File: src/rtl/universal_shift_register.sv
// WIDTH-bit universal shift register: hold, shift right/left, parallel load, with word-framing counter.
// Optional rotate mode (rot_i port) is enabled by defining USR_ROTATE_EN.
module universal_shift_register #(
    parameter int               WIDTH     = 4,
    parameter logic [WIDTH-1:0] RESET_VAL = '0,
    localparam int              CW        = $clog2(WIDTH)
) (
    input  logic             clk,
    input  logic             reset,
    input  logic             en_i,
    input  logic [1:0]       mode_i,
    input  logic             sdata_r_i,
    input  logic             sdata_l_i,
    input  logic [WIDTH-1:0] pdata_i,
`ifdef USR_ROTATE_EN
    input  logic             rot_i,
`endif
    output logic [WIDTH-1:0] sr_o,
    output logic             sout_r_o,
    output logic             sout_l_o,
    output logic [CW-1:0]    cnt_o,
    output logic             word_done_o
);

    typedef enum logic [1:0] {
        MODE_HOLD  = 2'b00,
        MODE_RIGHT = 2'b01,
        MODE_LEFT  = 2'b10,
        MODE_LOAD  = 2'b11
    } mode_t;

    logic [WIDTH-1:0] sr_q, sr_d;
    logic [CW-1:0]    cnt_q, cnt_d;
    logic             word_done_q, word_done_d;
    logic             fill_r, fill_l;

    always_comb begin
        sr_d        = sr_q;
        cnt_d       = cnt_q;
        word_done_d = 1'b0;
        fill_r      = sdata_r_i;
        fill_l      = sdata_l_i;
`ifdef USR_ROTATE_EN
        // Rotating recirculates the bit that falls off instead of taking serial input.
        if (rot_i) begin
            fill_r = sr_q[0];
            fill_l = sr_q[WIDTH-1];
        end
`endif
        if (en_i) begin
            case (mode_t'(mode_i))
                MODE_RIGHT: sr_d = {fill_r, sr_q[WIDTH-1:1]};
                MODE_LEFT:  sr_d = {sr_q[WIDTH-2:0], fill_l};
                MODE_LOAD: begin
                    sr_d  = pdata_i;
                    cnt_d = '0;
                end
                default: ;
            endcase
            // Both shift directions advance the one word counter.
            if (mode_i == MODE_RIGHT || mode_i == MODE_LEFT) begin
                if (cnt_q == CW'(WIDTH - 1)) begin
                    cnt_d       = '0;
                    word_done_d = 1'b1;
                end else begin
                    cnt_d = cnt_q + CW'(1);
                end
            end
        end
    end

    always_ff @(posedge clk) begin
        if (reset) begin
            sr_q        <= RESET_VAL;
            cnt_q       <= '0;
            word_done_q <= 1'b0;
        end else begin
            sr_q        <= sr_d;
            cnt_q       <= cnt_d;
            word_done_q <= word_done_d;
        end
    end

    assign sr_o        = sr_q;
    assign sout_r_o    = sr_q[0];
    assign sout_l_o    = sr_q[WIDTH-1];
    assign cnt_o       = cnt_q;
    assign word_done_o = word_done_q;

endmodule

File: config.mk
export PLATFORM = sky130hd
export DESIGN_NAME = universal_shift_register
export DESIGN_NICKNAME = d
export VERILOG_FILES = /design/src/rtl/universal_shift_register.sv
export SDC_FILE = /design/constraint.sdc
export NUM_CORES = 1
export LEC_CHECK = 0
export ABC_AREA = 0
export BUFFER_PORTS_ARGS = -buffer_cell sky130_fd_sc_hd__buf_2
export CAP_MARGIN = 20
export CORE_AREA = 2 2 39 41
export CTS_CLUSTER_SIZE = 20
export DETAILED_ROUTE_END_ITERATION = 10
export DIE_AREA = 0 0 41 43
export GPL_TIMING_DRIVEN = 0
export PLACE_DENSITY = 0.55
export SLEW_MARGIN = 20
export SYNTH_ARGS = -nofsm -noshare
export SYNTH_HDL_FRONTEND = slang
export SYNTH_SLANG_ARGS = --single-unit
File: constraint.sdc
create_clock -name clk -period 1.2 [get_ports clk]
set_input_delay 0.36 -clock clk [delete_from_list [all_inputs] [get_ports clk]]
set_output_delay 0.36 -clock clk [all_outputs]
set_load 0.05 [all_outputs]
==> reports/qor.csv, run 1 <==
stage;metric;value;unit
synth;sequential fraction of the synthesis area;36.01;%
placed_design;worst slack, placed;-147.6;ps
timing;worst setup margin;5.099;ps
timing;Slew Limit Fails;0;
route;post-route ant nets;0;
die;io pins;20;
timing;Layout Skew;3.614;ps
die;row cnt;14;
setup_path;crit path DAT;830;ps
setup_path;Slowest cell on crit path;dfxtp_2;
hold_path;Worst Hold Class;in -> reg;
timing;post-route minimum period;1195;ps
global_routing;initial antenna violation count;0;
synth;yosys warns;0;
global_routing;total track usage;11.56;%
cts;clock sinks;7;
cts;CTS tree;built;
die;core box area;0.001384;mm^2
timing;Final Hold Violating Endpoints;0;
timing;Peak Freq;0.8369;GHz
global_routing;vias in the first global route;358;
synth;#FFs+latches synth;7;
cts;CTS clk-pin slew, worst paths;60;ps
timing;setup TNS;0;ps
die;die area;0.001763;mm^2
die;Die Span Y;43;um
global_routing;wire length of the first global-routing pass;1366;um
layout;synth-to-layout area growth;58.20;%
synth;Synth Area per Inst;9.049;um^2
layout;post-route design area;615.6;um^2
layout;Fill cells;143;
layout;Finished Layout Cells;84;
layout;share of layout cells above drive strength 1;50.00;%
synth;syn_nets;58;
setup_path;worst endpoint required time;840;ps
placed_design;GPL Wtd Cong;0.7005;
layout;ANT cells;0;
layout;Final #Nets;84;
timing;max_slew headroom;82.44;%
power;power consumption;705.9;uW
synth;Post-Synthesis Cell Area;389.1;um^2
route;Routed WL;849;um
cts;CTS Buf Count;3;
timing;final period utilization;99.58;%
layout;Multi-input gate area;220.2;um^2
route;DR DRC count;0;
setup_path;RR Startpoint;cnt_o[0]$_SDFFE_PP0P_;
setup_path;slowest stage delay, CP;330;ps
layout;sequential cell area;145.1;um^2
global_routing;Congestion Overflow GR;0;
route;WL per Instance;10.11;um
placed_design;placed insts;78;
setup_path;Critical Path Source;sr_o[0]$_SDFFE_PP0P_;
setup_path;CP Cell Sequence;buf_6 > buf_8;
layout;most frequent cells in the layout;10 x buf_2, 7 x buf_6, 6 x nand2_1;
layout;most common cell after layout, fill and taps aside;buf_2;
setup_path;worst path buffer plus inverter count;2;
timing;worst slew pin tran;263.4;ps
timing;setup violators final;0;
setup_path;crit end category;output pin;
route;DRT iter0 DRCs;6;
timing;hold slack;346.9;ps
power;Max VDD drop;0.0004220;V
setup_path;critical path's top delay family;flip-flops;
placed_design;PortBufs;19;
timing;RSZ-0062 raised after global routing;yes;
synth;post-synthesis cell type count;15;
cts;latest clock arrival within the worst-skew pair;260;ps
layout;post-layout util;44.48;%
cts;Clock Path Buffers;2;
route;DRT Pass-1 Iters;4;
placed_design;Placed Area;506.7;um^2
run_status;status;finished, final reports clean;
route;drt via density;4.595;
setup_path;CP Launch Type;register;
cts;cts hold-fix bufs;0;
global_routing;largest net degree at the start of global routing;11;
die;Initial Util;28.12;%
power;Leak Pwr;0.2912;nW
cts;CTS Root Cell;clkbuf_4;
die;Die X;41;um
power;Power Density;1147;mW/mm^2
setup_path;Setup CP Type;reg -> out;
route;via count;386;
synth;cells after synthesis;43;
hold_path;hold path startpoint;reset;
cts;CTS HTree Levels;1;
setup_path;crit-path max FO;3;
run;max-cap violation count;0;
final timing paths:
| check | depth (start not counted) | slack (ps) | end |
|---|---|---|---|
| setup / recovery | 2 | 5 | sr_o[0] |
| hold / removal | 2 | 350 | sr_o[0]$_SDFFE_PP0P_ |
| setup reg to reg | 4 | 270 | cnt_o[0]$_SDFFE_PP0P_ |
| hold reg to reg | 2 | 490 | cnt_o[1]$_SDFFE_PP0P_ |
state kept, by name, indices dropped and copies added (netlist names):
signal	count
sr_o	4
word_done_o	1
cnt_o	2
metal layers:
metal / GRT usage (%) / up-vias / part of all wire [%]
li1: - / 202 / -
met1: 13.55 / 167 / 46
met2: 17.19 / 13 / 44
met3: 1.571 / 4 / 5.8
met4: 10.00 / 0 / 4.0
met5: 0 / - / 0
synthesized netlist by cell type:
cell	count	share of area [%]
dfxtp_1	7	36
nand2_1	6	5.8
nor2_1	5	4.8
a22oi_1	4	7.7
a311oi_1	4	9.0
ha_1	4	13
a21oi_1	2	2.6
buf_4	2	3.9
inv_1	2	1.9
nand3_1	2	2.6
and4b_2	1	2.9
buf_6	1	2.9
nor2_2	1	1.6
nor2b_4	1	3.5
or2b_1	1	1.9
cell type report:
cell class / count / area share, %
inverters: 2 / 1.220
plain buffers: 3 / 5.488
multi-input cells: 31 / 35.77
flip-flops and latches: 7 / 23.58
repair buffers: 21 / 26.42
well taps: 16 / 3.252
clock buffers: 4 / 4.268
timing repair:
item                       4_1_cts  5_1_grt
buffers inserted                 1        1
pin swaps                        0        0
setup endpoints to repair        8        8
gates resized for setup         15        7
cell families after synthesis:
family / Yosys count / synth area share [%]
buffers and inverters: 5 / 8.681
and+or+nand+nor: 17 / 23.15
DFF: 7 / 36.01
AOI/OAI and AO/OA: 10 / 19.29
adders and majority gates: 4 / 12.86
report_power, final:
part | leakage (nW) | switching (mW) | total [mW] | internal [mW]
Clock | 0.0150 | 0.0982 | 0.226 | 0.128
Sequential | 0.0588 | 0.0141 | 0.263 | 0.249
Combinational | 0.217 | 0.123 | 0.217 | 0.0948
Total | 0.291 | 0.235 | 0.706 | 0.471
Power figures use the tool's default switching activity.
==> run 2: changes to the inputs <==
--- a/config.mk
+++ b/config.mk
@@ -9,6 +9,7 @@
 export BUFFER_PORTS_ARGS = -buffer_cell sky130_fd_sc_hd__buf_2
 export CAP_MARGIN = 20
 export CORE_AREA = 2 2 39 41
+export CTS_BUF_LIST = sky130_fd_sc_hd__clkbuf_16
 export CTS_CLUSTER_SIZE = 20
 export DETAILED_ROUTE_END_ITERATION = 10
 export DIE_AREA = 0 0 41 43
==> reports/qor.csv, run 2 (synthesis results as in run 1) <==
stage;metric;value;unit;change
run_status;status;finished, final reports clean;;
setup_path;Slowest cell on crit path;dfxtp_2;;
placed_design;GPL Wtd Cong;0.7005;;unchanged
layout;Final #Nets;84;;unchanged
cts;clock sinks;7;;unchanged
setup_path;Reg-to-Reg End;cnt_o[0]$_SDFFE_PP0P_;;
global_routing;total track usage;12.96;%;+1.4 points
timing;Peak Freq;0.8496;GHz;+1.5%
die;Die X;41;um;unchanged
power;Clk pwr share;54.3;%;+22 points
layout;most common cell after layout, fill and taps aside;buf_2;;
cts;CTS clk-pin slew, worst paths;40;ps;-20 ps
global_routing;vias in the first global route;368;;+2.8%
layout;post-route design area;650.6;um^2;+5.7%
setup_path;slowest stage delay, CP;320;ps;about the same
route;via count;392;;+1.6%
global_routing;Congestion Overflow GR;0;;unchanged
setup_path;RR Startpoint;cnt_o[0]$_SDFFE_PP0P_;;
timing;setup violators final;0;;unchanged
hold_path;Worst Hold Class;in -> reg;;
cts;cts hold-fix bufs;0;;unchanged
cts;latest clock arrival within the worst-skew pair;230;ps;-30 ps
setup_path;CP Cell Sequence;buf_4 > buf_8;;
cts;CTS tree;built;;
setup_path;Setup CP Type;reg -> out;;
timing;hold slack;379.1;ps;+32.23 ps
power;Power Density;1601;mW/mm^2;+40%
global_routing;initial antenna violation count;0;;unchanged
power;Leak Pwr;0.3135;nW;+7.7%
timing;Slew Limit Fails;0;;unchanged
die;Die Span Y;43;um;unchanged
die;io pins;20;;unchanged
route;WL per Instance;10.80;um;+6.8%
setup_path;worst path buffer plus inverter count;2;;unchanged
cts;CTS Buf Count;3;;unchanged
setup_path;R2R setup slack;250;ps;-20 ps
global_routing;wire length of the first global-routing pass;1462;um;+7.0%
timing;RSZ-0062 raised after global routing;no;;
layout;max reg flops;4;;unchanged
setup_path;crit end category;output pin;;
power;power consumption;1.041;mW;+48%
timing;worst slew pin tran;259.2;ps;-4.168 ps
timing;max_slew headroom;82.72;%;+0.28 points
die;Initial Util;28.12;%;unchanged
route;Routed WL;907;um;+6.8%
run;max-cap violation count;0;;unchanged
power;switching share of power;25.77;%;-7.5 points
setup_path;crit path DAT;820;ps;about the same
setup_path;worst endpoint required time;840;ps;about the same
setup_path;crit-path max FO;3;;unchanged
route;drt via density;4.667;;+1.6%
cts;CTS HTree Levels;1;;unchanged
die;die area;0.001763;mm^2;unchanged
setup_path;Worst R2R Path Depth;4;;unchanged
setup_path;critical path's top delay family;flip-flops;;
power;Flop pwr share;25.2;%;-12 points
power;Max VDD drop;0.0005517;V;+31%
timing;Final Hold Violating Endpoints;0;;unchanged
route;DRT Pass-1 Iters;4;;unchanged
route;DR DRC count;0;;unchanged
hold_path;hold path startpoint;reset;;
layout;synth-to-layout area growth;67.20;%;
die;row cnt;14;;unchanged
power;Combinational Power Share;20.5;%;-10 points
layout;share of layout cells above drive strength 1;48.53;%;-1.5 points
cts;Clock Path Buffers;2;;unchanged
global_routing;largest net degree at the start of global routing;11;;unchanged
placed_design;Placed Area;506.7;um^2;unchanged
power;P_sw;268.4;uW;+14%
timing;post-route minimum period;1177;ps;-17.88 ps
layout;ANT cells;0;;unchanged
timing;final period utilization;98.09;%;-1.5 points
cts;CTS Root Cell;clkbuf_16;;
die;core box area;0.001384;mm^2;unchanged
route;DRT iter0 DRCs;6;;unchanged
timing;Layout Skew;0.6688;ps;-2.945 ps
power;Int Power;773.0;uW;+64%
timing;setup TNS;0;ps;unchanged
hold_path;Hold Path End;sr_o[3]$_SDFFE_PP0P_;;
hold_path;Hold Path Cell Cnt;2;;unchanged
layout;Fill cells;143;;unchanged
layout;most frequent cells in the layout;11 x buf_2, 8 x buf_4, 6 x nand2_1;;
setup_path;CP Launch Type;register;;
route;post-route ant nets;0;;unchanged
placed_design;PortBufs;19;;unchanged
==> run 2: how the worst max path moves through the flow <==
stage                          start              endpoint  cells after the start  slack [ps]
6_report        sr_o[0]$_SDFFE_PP0P_               sr_o[0]                      2          20
5_1_grt         sr_o[0]$_SDFFE_PP0P_               sr_o[0]                      2           3
2_1_floorplan              mode_i[0]  sr_o[2]$_SDFFE_PP0P_                      6           4
3_5_place_dp               mode_i[0]  sr_o[3]$_SDFFE_PP0P_                      7        -150
3_3_place_gp               mode_i[0]  sr_o[2]$_SDFFE_PP0P_                      6        -160
4_1_cts        cnt_o[0]$_SDFFE_PP0P_              cnt_o[0]                      1           4
==> run 2: power groups by stage <==
stage               clock [mW]  combinational [mW]  sequential, mW
finish                   0.566               0.213           0.262
global route             0.585               0.229           0.264
CTS                      0.570               0.194           0.263
detailed placement           0               0.178           0.266
global placement             0               0.178           0.265
floorplan                    0              0.0832           0.311
==> run 2: layout make-up <==
cell class	instances	area (um^2)	area share, %
sequential	7	142.6	21.92
buffer	3	26.28	4.038
inverter	2	7.507	1.154
clock buffer	3	75.07	11.54
timing repair buffer	21	152.6	23.46
clock inverter	1	3.754	0.5769
multi-input combinational	31	222.7	34.23
tap	16	20.02	3.077
==> run 2: timing repair <==
| action | 4_1_cts | 5_1_grt |
|---|---|---|
| pin swaps | 0 | 2 |
| endpoints found under the setup margin | 8 | 6 |
| setup buffers | 0 | 2 |
| cloned | 0 | 0 |
| resized for setup | 10 | 6 |
==> run 2: layer usage <==
layer  GRT usage (%)  part of all wire [%]  routed length [um]  up-vias
li1                -                     -                   -      201
met1           13.87                    42                 379      167
met2           18.44                    46                 419       20
met3           3.141                   7.5                  68        4
met4           14.00                   4.4                  40        0
met5               0                     0                   0        -
==> run 2: per-stage QoR <==
step	std cells	setup WS [ps]	utilization (%)
3_3_place_gp	78	-160.9	36.62
6_report	84	22.97	47.02
4_1_cts	82	4.326	44.30
5_1_grt	84	3.098	47.02
3_5_place_dp	78	-147.6	36.62
2_1_floorplan	43	3.612	-
